File: config.mk
export PLATFORM = sky130hd
export DESIGN_NAME = z3_slave_engine_flat
export DESIGN_NICKNAME = d
export VERILOG_FILES = /design/src/rtl/z3_slave_engine_if.sv /design/src/rtl/z3_slave_engine.sv /design/src/flat_wrapper.sv
export SDC_FILE = /design/constraint.sdc
export NUM_CORES = 1
export LEC_CHECK = 0
export BUFFER_PORTS_ARGS = -buffer_cell sky130_fd_sc_hd__buf_2
export CORE_ASPECT_RATIO = 0.75
export CORE_MARGIN = 2
export CORE_UTILIZATION = 31
export CTS_CLUSTER_SIZE = 8
export DETAILED_ROUTE_END_ITERATION = 8
export GPL_ROUTABILITY_DRIVEN = 0
export HOLD_SLACK_MARGIN = 0.12
export SYNTH_ARGS = -nofsm -noshare
export SYNTH_HDL_FRONTEND = slang
export SYNTH_SLANG_ARGS = --single-unit
File: constraint.sdc
create_clock -name CLK -period 6.2 [get_ports CLK]
set_clock_uncertainty 0.1 [all_clocks]
set_input_delay 1.24 -clock CLK [delete_from_list [all_inputs] [get_ports CLK]]
set_output_delay 1.24 -clock CLK [all_outputs]
set_load 0.005 [all_outputs]
File: src/rtl/z3_slave_engine_if.sv
// Zorro III slave engine bus bundle: FCS-qualified front-end inputs,
// per-target select/ready/start lines and the engine's response outputs.
interface z3_slave_engine_if #(
    parameter int NUM_TARGETS = 4,
    parameter int BEAT_W      = 8
);
    logic                   bfcs;
    logic                   match;
    logic                   validspace;
    logic                   read;
    logic [3:0]             ds_n;
    logic                   mtcr_n;
    logic [NUM_TARGETS-1:0] tgt_sel;
    logic [NUM_TARGETS-1:0] tgt_ready;
    logic [NUM_TARGETS-1:0] tgt_start;
    logic [NUM_TARGETS-1:0] active_tgt;
    logic                   dtack;
    logic                   berr;
    logic                   cycle_active;
    logic [BEAT_W-1:0]      beat_count;

    // The engine itself
    modport slave (
        input  bfcs, match, validspace, read, ds_n, mtcr_n, tgt_sel, tgt_ready,
        output tgt_start, active_tgt, dtack, berr, cycle_active, beat_count
    );

    // Bus front end plus targets driving the engine
    modport master (
        output bfcs, match, validspace, read, ds_n, mtcr_n, tgt_sel, tgt_ready,
        input  tgt_start, active_tgt, dtack, berr, cycle_active, beat_count
    );
endinterface

File: src/rtl/z3_slave_engine.sv
// Zorro III slave cycle engine: dispatches each FCS cycle to one local
// target, returns DTACK, supports MTCR_n multiple-transfer bursts, raises
// BERR when the owning target stays silent too long, and counts beats.
module z3_slave_engine #(
    parameter int NUM_TARGETS    = 4,
    parameter int TIMEOUT_CYCLES = 64,
    parameter int MT_ENABLE      = 1,
    parameter int BEAT_W         = 8
) (
    input  logic              CLK,
    input  logic              RESET_n,
    z3_slave_engine_if.slave  bus
);

    typedef enum logic [2:0] {
        IDLE,
        START,
        DATA,
        ACK,
        MT_WAIT,
        ERR
    } state_t;

    localparam logic [15:0] TIMER_LAST = 16'(TIMEOUT_CYCLES - 1);
    localparam logic        MT_ON      = (MT_ENABLE != 0);

    state_t                 state_reg;
    logic [NUM_TARGETS-1:0] active_reg;
    logic [NUM_TARGETS-1:0] start_reg;
    logic                   dtack_reg;
    logic                   berr_reg;
    logic                   cycle_reg;
    logic [BEAT_W-1:0]      beat_reg;
    logic [15:0]            timer_reg;

    logic [NUM_TARGETS-1:0] sel_lowest;
    logic                   sel_any;
    logic                   strobe_seen;
    logic                   ready_hit;
    logic                   beat_full;

    // Fixed-priority pick: a target wins only if no lower-index target is selected
    genvar gi;
    generate
        for (gi = 0; gi < NUM_TARGETS; gi++) begin : g_pick
            localparam logic [NUM_TARGETS-1:0] LOWER = NUM_TARGETS'((64'd1 << gi) - 64'd1);
            assign sel_lowest[gi] = bus.tgt_sel[gi] & ~|(bus.tgt_sel & LOWER);
        end
    endgenerate

    assign sel_any     = |bus.tgt_sel;
    // A data phase may begin on a read, or on a write once any data strobe is low
    assign strobe_seen = bus.read || (bus.ds_n != 4'hF);
    // Only the owning target's ready line matters
    assign ready_hit   = |(bus.tgt_ready & active_reg);
    assign beat_full   = &beat_reg;

    // Cycle FSM with all outputs registered; losing FCS always aborts to IDLE
    always_ff @(posedge CLK or negedge RESET_n) begin
        if (!RESET_n) begin
            state_reg  <= IDLE;
            active_reg <= '0;
            start_reg  <= '0;
            dtack_reg  <= 1'b0;
            berr_reg   <= 1'b0;
            cycle_reg  <= 1'b0;
            beat_reg   <= '0;
            timer_reg  <= '0;
        end else begin
            start_reg <= '0;
            if (!bus.bfcs) begin
                state_reg  <= IDLE;
                active_reg <= '0;
                dtack_reg  <= 1'b0;
                berr_reg   <= 1'b0;
                cycle_reg  <= 1'b0;
                beat_reg   <= '0;
                timer_reg  <= '0;
            end else begin
                case (state_reg)
                    IDLE: begin
                        if (bus.match && bus.validspace && sel_any) begin
                            state_reg  <= START;
                            active_reg <= sel_lowest;
                            cycle_reg  <= 1'b1;
                        end
                    end
                    START, MT_WAIT: begin
                        // First beat needs only a strobe; later beats also need MTCR_n low
                        if (strobe_seen && (state_reg == START || !bus.mtcr_n)) begin
                            state_reg <= DATA;
                            start_reg <= active_reg;
                            timer_reg <= '0;
                        end
                    end
                    DATA: begin
                        if (ready_hit) begin
                            state_reg <= ACK;
                            dtack_reg <= 1'b1;
                            beat_reg  <= beat_full ? beat_reg : beat_reg + 1'b1;
                        end else if (timer_reg == TIMER_LAST) begin
                            state_reg <= ERR;
                            berr_reg  <= 1'b1;
                        end else begin
                            timer_reg <= timer_reg + 16'd1;
                        end
                    end
                    ACK: begin
                        // MTCR_n negating ends this beat of a burst
                        if (MT_ON && bus.mtcr_n) begin
                            state_reg <= MT_WAIT;
                            dtack_reg <= 1'b0;
                        end
                    end
                    ERR: begin
                        berr_reg <= 1'b1;
                    end
                    default: begin
                        state_reg <= IDLE;
                    end
                endcase
            end
        end
    end

    assign bus.tgt_start    = start_reg;
    assign bus.active_tgt   = active_reg;
    assign bus.dtack        = dtack_reg;
    assign bus.berr         = berr_reg;
    assign bus.cycle_active = cycle_reg;
    assign bus.beat_count   = beat_reg;

endmodule

File: src/flat_wrapper.sv
// flat-port wrapper written by rule: the top's interface ports become plain ports
module z3_slave_engine_flat 
#(
    parameter int NUM_TARGETS    = 4,
    parameter int TIMEOUT_CYCLES = 64,
    parameter int MT_ENABLE      = 1,
    parameter int BEAT_W         = 8
)
  (CLK, RESET_n, bus_bfcs, bus_match, bus_validspace, bus_read, bus_ds_n, bus_mtcr_n, bus_tgt_sel, bus_tgt_ready, bus_tgt_start, bus_active_tgt, bus_dtack, bus_berr, bus_cycle_active, bus_beat_count);
  z3_slave_engine_if #(.NUM_TARGETS(NUM_TARGETS), .BEAT_W(BEAT_W)) bus_i ();
  input  logic CLK;
  input  logic RESET_n;
  input wire logic [$bits(bus_i.bfcs)-1:0] bus_bfcs;
  input wire logic [$bits(bus_i.match)-1:0] bus_match;
  input wire logic [$bits(bus_i.validspace)-1:0] bus_validspace;
  input wire logic [$bits(bus_i.read)-1:0] bus_read;
  input wire logic [$bits(bus_i.ds_n)-1:0] bus_ds_n;
  input wire logic [$bits(bus_i.mtcr_n)-1:0] bus_mtcr_n;
  input wire logic [$bits(bus_i.tgt_sel)-1:0] bus_tgt_sel;
  input wire logic [$bits(bus_i.tgt_ready)-1:0] bus_tgt_ready;
  output wire logic [$bits(bus_i.tgt_start)-1:0] bus_tgt_start;
  output wire logic [$bits(bus_i.active_tgt)-1:0] bus_active_tgt;
  output wire logic [$bits(bus_i.dtack)-1:0] bus_dtack;
  output wire logic [$bits(bus_i.berr)-1:0] bus_berr;
  output wire logic [$bits(bus_i.cycle_active)-1:0] bus_cycle_active;
  output wire logic [$bits(bus_i.beat_count)-1:0] bus_beat_count;
  assign bus_i.bfcs = bus_bfcs;
  assign bus_i.match = bus_match;
  assign bus_i.validspace = bus_validspace;
  assign bus_i.read = bus_read;
  assign bus_i.ds_n = bus_ds_n;
  assign bus_i.mtcr_n = bus_mtcr_n;
  assign bus_i.tgt_sel = bus_tgt_sel;
  assign bus_i.tgt_ready = bus_tgt_ready;
  assign bus_tgt_start = bus_i.tgt_start;
  assign bus_active_tgt = bus_i.active_tgt;
  assign bus_dtack = bus_i.dtack;
  assign bus_berr = bus_i.berr;
  assign bus_cycle_active = bus_i.cycle_active;
  assign bus_beat_count = bus_i.beat_count;
  z3_slave_engine #(.NUM_TARGETS(NUM_TARGETS), .TIMEOUT_CYCLES(TIMEOUT_CYCLES), .MT_ENABLE(MT_ENABLE), .BEAT_W(BEAT_W)) u_core (.CLK(CLK), .RESET_n(RESET_n), .bus(bus_i));
endmodule
==> results.json <==
{
  "p_sw_share_pct": 30.8,
  "yosysWarnings": 0,
  "grt.overflow.total": 0,
  "largest_reg_flops": 16,
  "crit_chain": "buf_2 -> a22oi_1 -> nand3_1 -> and2_1 -> nor4_1 -> mux2_2",
  "first_iter_violations": 94,
  "final_cell_area_sq_um": 2680,
  "cts_hold_buf": 0,
  "track_usage_pct": 14.0,
  "ys_seq_area_share_pct": 42.0,
  "grt_pass1_vias": 1776,
  "clock_sinks": 38,
  "std_cell_rows": 26,
  "cp-end-kind": "register",
  "avgRoutedWirePerCell_microns": 14.2,
  "ys_types": 59,
  "drt_pass1_iterations": 4,
  "numCtsBuffers": 5,
  "cp_top_family": "simple AND/OR/NAND/NOR gates",
  "multi_input_area_sq_um": 1250,
  "seqPwrFrac_pct": 39.0,
  "powerDensity_nw_per_um2": 275,
  "combinationalPowerShare_pct": 25.6,
  "p_int_w": 0.000509,
  "drive_above_1_share_pct": 23.0,
  "crit_path_start_kind": "input port",
  "clock_path_buffers": 2,
  "final.setup.tns_ps": 0,
  "worst_pin_slew_ps": 862,
  "finalSetupViolCount": 0,
  "crit_fanout": 19,
  "worstHoldPathType": "register to register",
  "cts.root.buffer_cell": "clkbuf_8",
  "clk_latency_ps": 290,
  "syn_avg_cell_area_sq_um": 9.71,
  "rsz0062_at_grt": "false",
  "fillerInstances": 721,
  "finalHoldViolations": 0,
  "clkSlewWorstSetupHoldPaths_ps": 80,
  "portBuffers": 37,
  "synth_top_area_share_pct": 42.0,
  "synth_cells": 233,
  "dieArea_sq_um": 8000,
  "crit_required_ps": 6280,
  "max_freq_mhz": 341,
  "pwr-share-clk_pct": 35.5,
  "synth_edf_count": 0,
  "cp_slowest_stage_delay_ps": 400,
  "die_x_microns": 103,
  "cts_setup_buffers": 0,
  "viasPerCell": 5.25,
  "slew_viol_final": 0,
  "yosys_register_bits": 38,
  "yosysTopAreaCell": "dfrtp_1",
  "synth_area_leaders": "dfrtp_1 (42%), nand3_1 (4.2%), and2_1 (3.6%), o31ai_1 (3.0%), xnor2_1 (2.3%)",
  "cp_data_arrival_time_ps": 3010,
  "crit_type": "input port to register",
  "totalWireLength_microns": 5190,
  "timing.max_cap.violations": 0,
  "p_leak_nw": 1.21,
  "worst_ir_drop_vdd_mv": 0.125,
  "cts.htree.levels": 2,
  "hpwl_microns": 3850,
  "path_buf_inv": 1,
  "ant_nets": 0,
  "nNetsFinal": 289,
  "syn-cell-area_sq_um": 2260,
  "grt_max_degree": 39,
  "finalCritPeriodShare_pct": 47.4,
  "drc": 0,
  "syn_to_final_growth_pct": 18.3,
  "grt_pass1_wl_microns": 8890,
  "cts_tree": "done",
  "core_sq_um": 6930,
  "diodes": 0,
  "status": "completed",
  "relSlewSlack_pct": 42.1,
  "cts-resized-gates": 0,
  "min_period_ps": 2940,
  "initial_core_util_pct": 32.6,
  "dpl_cell_area_sq_um": 2530,
  "antenna_found_initial": 0,
  "ioPinCount": 38,
  "num_vias": 1926,
  "register_area_sq_um": 951,
  "die_h_microns": 78.0,
  "cp_slowest_cell": "and2_1",
  "syn-num-nets": 254,
  "power.switching_w": 0.000226,
  "async_reset_ff_share_pct": 100,
  "synth-main-ff-cell": "dfrtp_1"
}
layout make-up:
type | count | area share [%]
Timing Repair Buffer | 38 | 7.20
Clock inverter | 2 | 2.24
Inverter | 5 | 0.701
Sequential cell | 38 | 35.5
Multi-Input combinational cell | 180 | 46.7
Clock buffer | 6 | 3.09
Tap cell | 98 | 4.58
path summary, 6_finish.rpt:
check,from,endpoint,slack [ps],cells past startpoint
min reg2reg,u_core.bus.cycle_active,u_core.bus.cycle_active,410,1
min,u_core.bus.cycle_active,u_core.bus.cycle_active,410,1
min in group asynchronous,RESET_n,u_core.bus.beat_count[1],950,1
max,bus_tgt_ready[2],u_core.timer_reg[3],3260,6
max in group asynchronous,RESET_n,u_core.bus.tgt_start[1],4500,1
max reg2reg,u_core.state_reg[2],u_core.timer_reg[3],3620,5
power groups by stage:
stage	sequential (W)	clock, W	combinational [W]
after floorplan	0.000276	0	0.000154
after global placement	0.000291	0	0.000185
after detailed placement	0.000290	0	0.000188
after CTS	0.000286	0.000266	0.000189
after global routing	0.000290	0.000278	0.000211
final	0.000287	0.000261	0.000188
Yosys cell counts (all sizes together), types with 7 or more instances:
library cell / number
a21boi: 7
a21oi: 10
and2: 13
buf: 7
dfrtp: 38
nand2: 12
nand3: 19
nor2: 9
o21ai: 9
o31ai: 9
or4: 7
metrics by stage:
step	std cells	power [W]	utilization [%]	setup slack (ps)	hold WS, ps
6_report	367	0.000735	38.6	3260	411
3_3_place_gp	359	0.000476	36.6	3020	392
4_1_cts	367	0.000741	38.6	3240	413
2_1_floorplan	233	0.000430	-	3330	388
5_1_grt	367	0.000779	38.6	3070	428
3_5_place_dp	359	0.000479	36.6	2940	392
routing by layer:
metal	global-route usage (%)	routed length, microns	up-vias
met5	0	0	-
met4	3.87	19	0
met3	3.33	197	2
met2	18.7	2210	37
met1	22.0	2770	944
li1	-	-	943
kinds of logic (layout without fill, tap and decap cells):
logic type / Yosys count / in the layout / share of synthesized area [%]
multiplexers: 9 / 9 / 4.48
XOR/XNOR: 6 / 6 / 2.32
AO/OA/AOI/OAI: 56 / 56 / 18.1
buffers and inverters: 15 / 51 / 3.10
AND/OR/NAND/NOR: 107 / 107 / 28.9
flip-flops: 38 / 38 / 42.0
adder cells (fa/ha/maj): 2 / 2 / 1.11
layout by cell type (no fill, tap or decap), types with 2 or more instances in the layout:
master / instances
dfrtp_1: 38
buf_2: 37
nand3_1: 19
and2_1: 13
nand2_1: 12
a21oi_1: 9
o31ai_1: 9
nor2_1: 8
and3_1: 6
xnor2_1: 6
or4_1: 6
clkbuf_8: 6
nor2b_1: 5
inv_1: 5
nand2b_1: 5
nor3_1: 5
o21ai_1: 5
a21boi_1: 5
or3_1: 4
o21ai_0: 4
o21a_1: 4
and2b_1: 4
nor4_1: 4
mux2_2: 4
mux2i_1: 3
nand4_1: 3
a22oi_1: 2
and4_1: 2
a31oi_1: 2
ha_1: 2
bufinv_16: 2
Note: power is estimated with default switching activity, not from simulation.
